<file path="config.mk">
export PLATFORM = sky130hd
export DESIGN_NAME = fpu_div_iter_flat
export DESIGN_NICKNAME = d
export VERILOG_FILES = /design/src/rtl/fpu_div_iter_pkg.sv /design/src/rtl/fpu_div_iter_if.sv /design/src/rtl/fpu_div_round.sv /design/src/rtl/fpu_div_iter.sv /design/src/flat_wrapper.sv
export SDC_FILE = /design/constraint.sdc
export NUM_CORES = 1
export LEC_CHECK = 0
export BUFFER_PORTS_ARGS = -buffer_cell sky130_fd_sc_hd__clkbuf_2
export CAP_MARGIN = 20
export CORE_UTILIZATION = 59
export CTS_CLUSTER_DIAMETER = 50
export DETAILED_ROUTE_END_ITERATION = 6
export GPL_TIMING_DRIVEN = 0
export MAX_ROUTING_LAYER = met4
export PLACE_DENSITY_LB_ADDON = 0.15
export SLEW_MARGIN = 20
export SYNTH_ARGS = -nofsm -noshare
export SYNTH_HDL_FRONTEND = slang
export SYNTH_SLANG_ARGS = --single-unit
</file>
<file path="constraint.sdc">
create_clock -name clk -period 4.24 [get_ports clk]
set_input_delay 0.212 -clock clk [delete_from_list [all_inputs] [get_ports clk]]
set_output_delay 0.212 -clock clk [all_outputs]
set_load 0.02 [all_outputs]
</file>
<file path="src/rtl/fpu_div_iter_pkg.sv">
// Shared constants and types for the iterative binary32 divider.
package fpu_div_iter_pkg;

  localparam int unsigned Q_BITS = 26;

  localparam logic [1:0] S_IDLE   = 2'd0;
  localparam logic [1:0] S_DIVIDE = 2'd1;
  localparam logic [1:0] S_ROUND  = 2'd2;
  localparam logic [1:0] S_DONE   = 2'd3;

  localparam int unsigned FF_NV = 4;
  localparam int unsigned FF_DZ = 3;
  localparam int unsigned FF_OF = 2;
  localparam int unsigned FF_UF = 1;
  localparam int unsigned FF_NX = 0;

  localparam logic [2:0] RM_RNE = 3'd0;
  localparam logic [2:0] RM_RTZ = 3'd1;
  localparam logic [2:0] RM_RDN = 3'd2;
  localparam logic [2:0] RM_RUP = 3'd3;
  localparam logic [2:0] RM_RMM = 3'd4;

  localparam logic [31:0] CANON_NAN  = 32'h7FC0_0000;
  localparam logic [31:0] MAX_FINITE = 32'h7F7F_FFFF;
  localparam logic [31:0] POS_INF    = 32'h7F80_0000;

  typedef struct packed {
    logic        sign;
    logic [7:0]  exp;
    logic [22:0] frac;
  } fp32_t;

endpackage

</file>
<file path="src/rtl/fpu_div_iter_if.sv">
// Start/busy/done handshake and operand/result bus of the divider.
interface fpu_div_iter_if;
  logic        start;
  logic        flush;
  logic [31:0] opa;
  logic [31:0] opb;
  logic [2:0]  rm;
  logic        busy;
  logic        done;
  logic [31:0] result;
  logic [4:0]  fflags;

  modport master (output start, flush, opa, opb, rm,
                  input  busy, done, result, fflags);
  modport slave  (input  start, flush, opa, opb, rm,
                  output busy, done, result, fflags);
endinterface

</file>
<file path="src/rtl/fpu_div_round.sv">
// Rounds the 26-bit quotient (1.23 + guard + round), resolves overflow/underflow and packs binary32.
module fpu_div_round
  import fpu_div_iter_pkg::*;
(
  input  logic              sign,
  input  logic signed [9:0] exp,
  input  logic [25:0]       q,
  input  logic              sticky,
  input  logic [2:0]        rm,
  output logic [31:0]       result,
  output logic [4:0]        flags
);

  logic              g, r, lsb, inexact, inc;
  logic [24:0]       mant;
  logic signed [9:0] exp_adj;
  logic [22:0]       frac;

  always_comb begin
    g       = q[1];
    r       = q[0];
    lsb     = q[2];
    inexact = g | r | sticky;
    case (rm)
      RM_RTZ:  inc = 1'b0;
      RM_RDN:  inc = inexact & sign;
      RM_RUP:  inc = inexact & ~sign;
      RM_RMM:  inc = g;
      default: inc = g & (r | sticky | lsb);
    endcase
    mant    = {1'b0, q[25:2]} + 25'(inc);
    exp_adj = mant[24] ? exp + 10'sd1 : exp;
    frac    = mant[24] ? mant[23:1] : mant[22:0];

    result        = {sign, exp_adj[7:0], frac};
    flags         = '0;
    flags[FF_NX]  = inexact;
    if (exp_adj >= 10'sd255) begin
      flags        = '0;
      flags[FF_OF] = 1'b1;
      flags[FF_NX] = 1'b1;
      case (rm)
        RM_RTZ:  result = {sign, MAX_FINITE[30:0]};
        RM_RDN:  result = sign ? {1'b1, POS_INF[30:0]} : MAX_FINITE;
        RM_RUP:  result = sign ? {1'b1, MAX_FINITE[30:0]} : POS_INF;
        default: result = {sign, POS_INF[30:0]};
      endcase
    end else if (exp_adj <= 10'sd0) begin
      flags        = '0;
      flags[FF_UF] = 1'b1;
      flags[FF_NX] = 1'b1;
      result       = {sign, 31'd0};
    end
  end

endmodule

</file>
<file path="src/rtl/fpu_div_iter.sv">
// Multi-cycle radix-2 restoring FDIV.S with start/busy/done handshake, flush and RISC-V fflags.
module fpu_div_iter
  import fpu_div_iter_pkg::*;
#(
  parameter int unsigned STEPS_PER_CYCLE = 1
)
(
  input logic           clk,
  input logic           rst,
  fpu_div_iter_if.slave bus
);

  localparam int unsigned N_CYC = Q_BITS / STEPS_PER_CYCLE;
  localparam int unsigned CNT_W = 5;

  if (STEPS_PER_CYCLE != 1 && STEPS_PER_CYCLE != 2 &&
      STEPS_PER_CYCLE != 13 && STEPS_PER_CYCLE != 26) begin : g_bad_steps
    $error("fpu_div_iter: STEPS_PER_CYCLE must be 1, 2, 13 or 26");
  end

  logic [1:0]        state, state_nxt;
  logic [CNT_W-1:0]  cnt;
  logic              sign;
  logic signed [9:0] exp_q;
  logic [23:0]       mb;
  logic [24:0]       rem;
  logic [25:0]       q;
  logic [2:0]        rm_q;

  fp32_t a, b;
  logic  a_nan, b_nan, a_snan, b_snan, a_inf, b_inf, a_zero, b_zero, sgn_c;
  logic  accept_c, special_c;
  logic [31:0] spec_res_c, rnd_res_c;
  logic [4:0]  spec_flags_c, rnd_flags_c;

  assign a = fp32_t'(bus.opa);
  assign b = fp32_t'(bus.opb);

  // Operand classification; exponent 0 reads as zero (denormals-are-zero).
  assign a_nan  = (a.exp == 8'hFF) && (a.frac != 23'd0);
  assign b_nan  = (b.exp == 8'hFF) && (b.frac != 23'd0);
  assign a_snan = a_nan && !a.frac[22];
  assign b_snan = b_nan && !b.frac[22];
  assign a_inf  = (a.exp == 8'hFF) && (a.frac == 23'd0);
  assign b_inf  = (b.exp == 8'hFF) && (b.frac == 23'd0);
  assign a_zero = (a.exp == 8'd0);
  assign b_zero = (b.exp == 8'd0);
  assign sgn_c  = a.sign ^ b.sign;

  assign accept_c = bus.start && !bus.flush && (state == S_IDLE || state == S_DONE);

  always_comb begin : special_resolve
    special_c    = 1'b1;
    spec_res_c   = '0;
    spec_flags_c = '0;
    if (a_nan || b_nan) begin
      spec_res_c          = CANON_NAN;
      spec_flags_c[FF_NV] = a_snan | b_snan;
    end else if ((a_zero && b_zero) || (a_inf && b_inf)) begin
      spec_res_c          = CANON_NAN;
      spec_flags_c[FF_NV] = 1'b1;
    end else if (a_inf) begin
      spec_res_c = {sgn_c, POS_INF[30:0]};
    end else if (b_zero) begin
      spec_res_c          = {sgn_c, POS_INF[30:0]};
      spec_flags_c[FF_DZ] = 1'b1;
    end else if (b_inf || a_zero) begin
      spec_res_c = {sgn_c, 31'd0};
    end else begin
      special_c = 1'b0;
    end
  end

  // Pre-normalise so the quotient lands in [1,2).
  logic [23:0]       ma_c, mb_c;
  logic              ma_lt_c;
  logic signed [9:0] exp0_c, exp_init_c;
  logic [24:0]       rem0_c;

  assign ma_c       = {1'b1, a.frac};
  assign mb_c       = {1'b1, b.frac};
  assign ma_lt_c    = ma_c < mb_c;
  assign exp0_c     = 10'(a.exp) - 10'(b.exp) + 10'd127;
  assign exp_init_c = ma_lt_c ? exp0_c - 10'sd1 : exp0_c;
  assign rem0_c     = ma_lt_c ? {ma_c, 1'b0} : {1'b0, ma_c};

  logic [STEPS_PER_CYCLE:0][24:0] rem_chain;
  logic [STEPS_PER_CYCLE-1:0]     qbits;

  assign rem_chain[0] = rem;
  for (genvar gi = 0; gi < STEPS_PER_CYCLE; gi++) begin : g_step
    logic        ge;
    logic [24:0] diff;
    assign ge                  = rem_chain[gi] >= {1'b0, mb};
    assign diff                = ge ? rem_chain[gi] - {1'b0, mb} : rem_chain[gi];
    assign rem_chain[gi+1]     = 25'(diff << 1);
    assign qbits[STEPS_PER_CYCLE-1-gi] = ge;
  end

  fpu_div_round u_round (
    .sign   (sign),
    .exp    (exp_q),
    .q      (q),
    .sticky (|rem),
    .rm     (rm_q),
    .result (rnd_res_c),
    .flags  (rnd_flags_c)
  );

  always_ff @(posedge clk) begin : state_reg
    if (rst) state <= S_IDLE;
    else     state <= state_nxt;
  end

  always_comb begin : next_state
    state_nxt = state;
    if (bus.flush) begin
      state_nxt = S_IDLE;
    end else begin
      case (state)
        S_IDLE, S_DONE: begin
          state_nxt = S_IDLE;
          if (bus.start) state_nxt = special_c ? S_DONE : S_DIVIDE;
        end
        S_DIVIDE: if (cnt == CNT_W'(N_CYC - 1)) state_nxt = S_ROUND;
        S_ROUND:  state_nxt = S_DONE;
        default:  state_nxt = S_IDLE;
      endcase
    end
  end

  // Datapath and registered outputs; result/fflags only move on entry to DONE.
  always_ff @(posedge clk) begin : datapath
    if (rst) begin
      cnt        <= '0;
      sign       <= 1'b0;
      exp_q      <= '0;
      mb         <= '0;
      rem        <= '0;
      q          <= '0;
      rm_q       <= '0;
      bus.busy   <= 1'b0;
      bus.done   <= 1'b0;
      bus.result <= '0;
      bus.fflags <= '0;
    end else begin
      bus.busy <= (state_nxt == S_DIVIDE) || (state_nxt == S_ROUND);
      bus.done <= (state_nxt == S_DONE);
      if (accept_c && !special_c) begin
        sign  <= sgn_c;
        exp_q <= exp_init_c;
        mb    <= mb_c;
        rem   <= rem0_c;
        q     <= '0;
        rm_q  <= bus.rm;
        cnt   <= '0;
      end else if (state == S_DIVIDE && !bus.flush) begin
        rem <= rem_chain[STEPS_PER_CYCLE];
        q   <= 26'({q, qbits});
        cnt <= cnt + CNT_W'(1);
      end
      if (accept_c && special_c) begin
        bus.result <= spec_res_c;
        bus.fflags <= spec_flags_c;
      end else if (state == S_ROUND && !bus.flush) begin
        bus.result <= rnd_res_c;
        bus.fflags <= rnd_flags_c;
      end
    end
  end

endmodule

</file>
<file path="src/flat_wrapper.sv">
// flat-port wrapper written by rule: the top's interface ports become plain ports
module fpu_div_iter_flat import fpu_div_iter_pkg::*;
#(
  parameter int unsigned STEPS_PER_CYCLE = 1
)
  (clk, rst, bus_start, bus_flush, bus_opa, bus_opb, bus_rm, bus_busy, bus_done, bus_result, bus_fflags);
  fpu_div_iter_if bus_i ();
  input logic clk;
  input logic rst;
  input wire logic [$bits(bus_i.start)-1:0] bus_start;
  input wire logic [$bits(bus_i.flush)-1:0] bus_flush;
  input wire logic [$bits(bus_i.opa)-1:0] bus_opa;
  input wire logic [$bits(bus_i.opb)-1:0] bus_opb;
  input wire logic [$bits(bus_i.rm)-1:0] bus_rm;
  output wire logic [$bits(bus_i.busy)-1:0] bus_busy;
  output wire logic [$bits(bus_i.done)-1:0] bus_done;
  output wire logic [$bits(bus_i.result)-1:0] bus_result;
  output wire logic [$bits(bus_i.fflags)-1:0] bus_fflags;
  assign bus_i.start = bus_start;
  assign bus_i.flush = bus_flush;
  assign bus_i.opa = bus_opa;
  assign bus_i.opb = bus_opb;
  assign bus_i.rm = bus_rm;
  assign bus_busy = bus_i.busy;
  assign bus_done = bus_i.done;
  assign bus_result = bus_i.result;
  assign bus_fflags = bus_i.fflags;
  fpu_div_iter #(.STEPS_PER_CYCLE(STEPS_PER_CYCLE)) u_core (.clk(clk), .rst(rst), .bus(bus_i));
endmodule
</file>
# Word level (Yosys, flattened, before mapping)
# Cells that the tools add are included.
# word_totals
reg_bits	135
input_bits	71
word_cells	123
# op_classes
order_cmp	4
muxes	40
bitwise	10
n_addsub	7
n_reduce_logical	36
n_eq_ne	13
# ops
operator	count
2-to-1 mux 32 bit	10
one-hot mux 32 bit (3 select lines)	1
2-to-1 mux 25 bit	3
logical NOT 23 bit	2
nonzero test 23 bit	2
2-to-1 mux 31 bit	1
adder 24 x 1 -> 25 bit	1
greater-or-equal comparator 25 x 24 -> 1 bit	1
OR reduction 25 bit	1
less-than comparator 24 bit	1
2-to-1 mux 24 bit	1
subtractor 24 bit	1
2-to-1 mux 23 bit	1
2-to-1 mux 10 bit	2
== test 8 bit, second input constant	2
logical NOT 8 bit	2
logical AND 1 bit	14
2-to-1 mux 1 bit	11
adder 10 x 2 -> 10 bit, second input constant	1
adder 10 x 7 -> 10 bit, second input constant	1
greater-or-equal comparator 10 x 9 -> 1 bit, second input constant	1
<= comparator 10 x 1 -> 1 bit, second input constant	1
2-to-1 mux 2 bit	5
2-to-1 mux 5 bit	2
21 further kinds	42

# Logic depth before layout (Yosys ltp)
# depth
ltp_word	14
mapped_depth	18
ltp_nobuf	16

# Cells and area by module
# Synthesis repeated with hierarchy kept, for this count alone.
# hier_totals
cells_unflattened	1362
area_unflattened_um2	10308.6
# by_module_without_submodules
mod	seq_area_each_um2	area_per_inst_um2	cells_per_inst	n_inst
fpu_div_iter	2702.6	8625.8	1119	1
fpu_div_round	0.0	1682.9	243	1

# Worst setup path after synthesis
# OpenSTA, ideal clock, no wires.
# synth_timing
path_type	reg-to-reg
startpoint	register u_core.rm_q[2]
endpoint	register u_core.bus.result[11]
n_path_buf	1
stages_incl_launch_ff	17
setup_slack_ns	0.365
t_arrival_ns	3.758
required_time_ns	4.123
path_cell_list	dfxtp_1 > nor2b_1 > and2_1 > ha_1 > nand2_1 > a22oi_1 > ha_1 > ha_1 > nand3_2 > nor4_4 > nor4b_4 > mux2i_1 > a41oi_4 > or2_4 > o21a_1 > buf_6 > a22o_1
# synth_via
elab_chain_cells	9
# synth_rtl
item	line	source
start, declared	fpu_div_iter.sv:28	logic [2:0] rm_q;
start signal, assigned	fpu_div_iter.sv:155	rm_q <= bus.rm;
== test 3 bit (tied with other cells)	fpu_div_round.sv:24	case (rm)
one-hot mux 1 bit (4 select lines)	fpu_div_round.sv:24	
adder 24 x 1 -> 25 bit	fpu_div_round.sv:31	mant = {1'b0, q[25:2]} + 25'(inc);
2-to-1 mux 10 bit	fpu_div_round.sv:32	exp_adj = mant[24] ? exp + 10'sd1 : exp;
<= comparator 10 x 1 -> 1 bit	fpu_div_round.sv:48	end else if (exp_adj <= 10'sd0) begin
2-to-1 mux 31 bit	fpu_div_round.sv:48	
2-to-1 mux 32 bit (*)	fpu_div_round.sv:38	if (exp_adj >= 10'sd255) begin
2-to-1 mux 32 bit (*)	fpu_div_iter.sv:165	end else if (state == S_ROUND && !bus.flush) begin
2-to-1 mux 32 bit (*)	fpu_div_iter.sv:162	if (accept_c && special_c) begin
end signal, assigned	fpu_div_iter.sv:163	bus.result <= spec_res_c;
end signal, assigned	fpu_div_iter.sv:166	bus.result <= rnd_res_c;
end, declared	fpu_div_iter_if.sv:16	output busy, done, result, fflags);
# Mark *: on every way between the ends. The rest lies on a longest branch, timed or not. The select of a mux whose other input is x is not followed.
# A chain may end at the register's enable or synchronous reset.

# Final worst setup path
# layout_timing
startpoint	register u_core.rm_q[1]
endpoint	register u_core.bus.result[15]
# Same word-level chain as after synthesis.

==> results.json <==
{
  "outcome": "completed",
  "reg2reg_to": "u_core.bus.result[15]",
  "multi_input_comb_area_um2": 6290,
  "synth_ff_type": "dfxtp_1",
  "critPathSlowestCell": "or4_4",
  "timing.critical_path.buf_inv": 1,
  "largest_register": "u_core.bus.result",
  "period_needed_ps": 4080,
  "finalCritPeriodShare": 0.963,
  "setup_violations": 0,
  "cts_tree": "built",
  "peakVddDrop_uv": 307,
  "drv_slew": 0,
  "die_w_um": 130,
  "fill_cells": 1387,
  "worst_pin_slew_ps": 828,
  "rows": 46,
  "worstSkewPairLatency_ps": 430,
  "yosysUniqueCellTypes": 83,
  "syn_to_final_growth_pct": 15.7,
  "drive_gt1_frac": 0.141,
  "internal_power_uw": 2800,
  "drt-total-wl_mm": 28.9,
  "wire_per_inst_um": 17.9,
  "nets": 1523,
  "first_global_vias": 8674,
  "ys_seq_area_frac": 0.282,
  "register_area_um2": 2710,
  "p_leak_uw": 0.00457,
  "end_kind": "flip-flop",
  "overflow": 0,
  "grt_usage": 0.361,
  "vias": 9835,
  "die_h_um": 130,
  "gp_congestion": 0.994,
  "cp.depth": 16,
  "root_buffer": "clkbuf_16",
  "crit_chain": "nor2b_1 -> and2_1 -> ha_1 -> nand2_1 -> a22oi_1 -> ha_2 -> ha_1 -> nand3_2 -> or4_4 -> or3_4 -> o21ai_4 -> a41oi_4 -> or2_4 -> o21a_1 -> buf_6 -> a22o_1",
  "totalPowerFinal_uw": 4190,
  "io_pins": 110,
  "fmax_ghz": 0.245,
  "clk_pin_slew_ps": 60,
  "synth_edf_count": 0,
  "clockBufferDepth": 2,
  "ant_nets": 0,
  "drtPass1Iterations": 6,
  "clock-sinks": 135,
  "maxSlewHeadroom": 0.445,
  "largest_reg_flops": 32,
  "pwr-share-comb": 0.301,
  "grtUsageMet3": 0.0677,
  "switching_share": 0.333,
  "dieArea_um2": 16800,
  "drt_iter0_markers": 925,
  "path_common_cell": "ha_1",
  "largestRegisters": "u_core.bus.result (32), u_core.q (26), u_core.rem (25)",
  "initial_core_util": 0.604,
  "drc_errors": 0,
  "grt_max_degree": 17,
  "avgViaCountPerCell": 6.09,
  "cpLargestDelayFamily": "simple AND/OR/NAND/NOR gates",
  "hpwl_mm": 21.9,
  "netlist_area_um2": 9590,
  "r2r_start": "u_core.rm_q[1]",
  "powerDensity_nw_per_um2": 378,
  "hold_path.class": "in -> reg",
  "synthArstFlopShare": 0,
  "avgSynthCellArea_um2": 7.66,
  "crit_fanout": 10,
  "hold_end": "u_core.rm_q[2]",
  "synth_cells": 1252,
  "switching_power_uw": 1400,
  "clkPwrFrac": 0.372,
  "coreArea_um2": 15900,
  "hold_viol_final": 0,
  "numCtsBuffers": 17,
  "portBuffers": 109,
  "finalClockSkew_ps": 8.77,
  "rr_worst_depth": 16,
  "maxCapViolations": 0,
  "yosys_register_bits": 135,
  "grt.busiest_layer": "met2",
  "final_cell_mix": "nand2_1, dfxtp_1, a21oi_1",
  "yosys_warnings": 0,
  "pwr-share-seq": 0.326,
  "min_path_cells": 3,
  "holdWs_ps": 10.0,
  "grtUsageMet1": 0.478,
  "critical_path_required_ps": 4560,
  "hold_start": "bus_rm[2]",
  "gr-usage-met2": 0.551,
  "antenna_found_initial": 1,
  "cpPeakStageDelay_ps": 570,
  "start_kind": "flip-flop",
  "grt_pass1_wl_mm": 45.1,
  "mostFrequentLayoutCell": "nand2_1",
  "arrival_ps": 4400,
  "path_class": "reg -> reg",
  "syn_nets": 1390,
  "r2r_slack_ps": 160,
  "cts_max_level": 4
}
-- worst reg2reg max path: cells and delay by family, from the launching register on --
family	cells	cell delay, ps
adders and majority gates	3	730
buffers and inverters	1	140
AOI/OAI and AO/OA	5	990
DFF	1	330
and+or+nand+nor	7	1780
-- stage by stage --
step / setup TNS [ps] / std cells / util / area (um^2) / worst slack (ps)
final: 0 / 1614 / 0.699 / 11100 / 157
after detailed placement: -5940 / 1577 / 0.655 / 10400 / -257
after global placement: -5320 / 1577 / 0.655 / 10400 / -241
after floorplan: 0 / 1252 / - / 9590 / 365
after global routing: -1.11 / 1614 / 0.699 / 11100 / -0.687
after CTS: 0 / 1609 / 0.694 / 11000 / 5.15
-- metal layers --
metal / up-vias / wire length, um
met5: - / 0
met4: 0 / 804
li1: 4744 / -
met1: 4552 / 12800
met3: 67 / 2610
met2: 472 / 12700
-- timing repair --
item,4_1_cts,5_1_grt
pin swaps,1,1
cloned,0,0
endpoints found under the setup margin,32,34
resized for setup,1,8
setup buffers,1,4
hold buffers,0,0
-- Yosys cell counts (all sizes together), types with 19 or more instances --
library cell	count	area [um^2]
clkbuf	48	200
xor2	26	228
inv	77	289
a21oi	123	619
nor4	27	190
ha	65	813
buf	19	134
nor2	85	322
dfxtp	135	2700
nor3	25	125
mux2i	35	350
o21ai	75	390
nand2	195	732
xnor2	44	385
nand4	32	213
nand3	25	135
-- worst max path at each step --
stage / startpoint / to / slack [ps]
5_1_grt: u_core.rm_q[1] / u_core.bus.result[15] / -0.7
4_1_cts: u_core.rm_q[2] / u_core.bus.result[15] / 5
6_report: u_core.rm_q[1] / u_core.bus.result[15] / 160
2_1_floorplan: u_core.rm_q[2] / u_core.bus.result[11] / 360
3_5_place_dp: u_core.rm_q[2] / u_core.bus.result[21] / -260
3_3_place_gp: u_core.rm_q[2] / u_core.bus.result[7] / -240
-- layout make-up --
cell class                      instances  share of cell area
Inverter                               77              0.0260
Clock inverter                         12              0.0160
Multi-Input combinational cell        972               0.567
Clock buffer                           19              0.0390
Tap cell                              216              0.0244
Sequential cell                       135               0.244
Timing Repair Buffer                  114              0.0525
Antenna cell                            1            0.000225
Buffer                                 68              0.0310
-- power by group through the flow --
stage	combinational [uW]	clock (uW)	sequential, uW
2_1_floorplan	896	0	1380
6_report	1260	1560	1370
3_3_place_gp	1200	0	1390
3_5_place_dp	1210	0	1390
4_1_cts	1230	1560	1370
5_1_grt	1380	1620	1370
-- cell families after synthesis --
group | synth area share
AOI/OAI and AO/OA | 0.221
and+or+nand+nor | 0.233
xor gates and xnor gates | 0.0639
muxes | 0.0459
adders and majority gates | 0.0890
DFF | 0.282
buffers and inverters | 0.0659
Power figures use the tool's default switching activity.
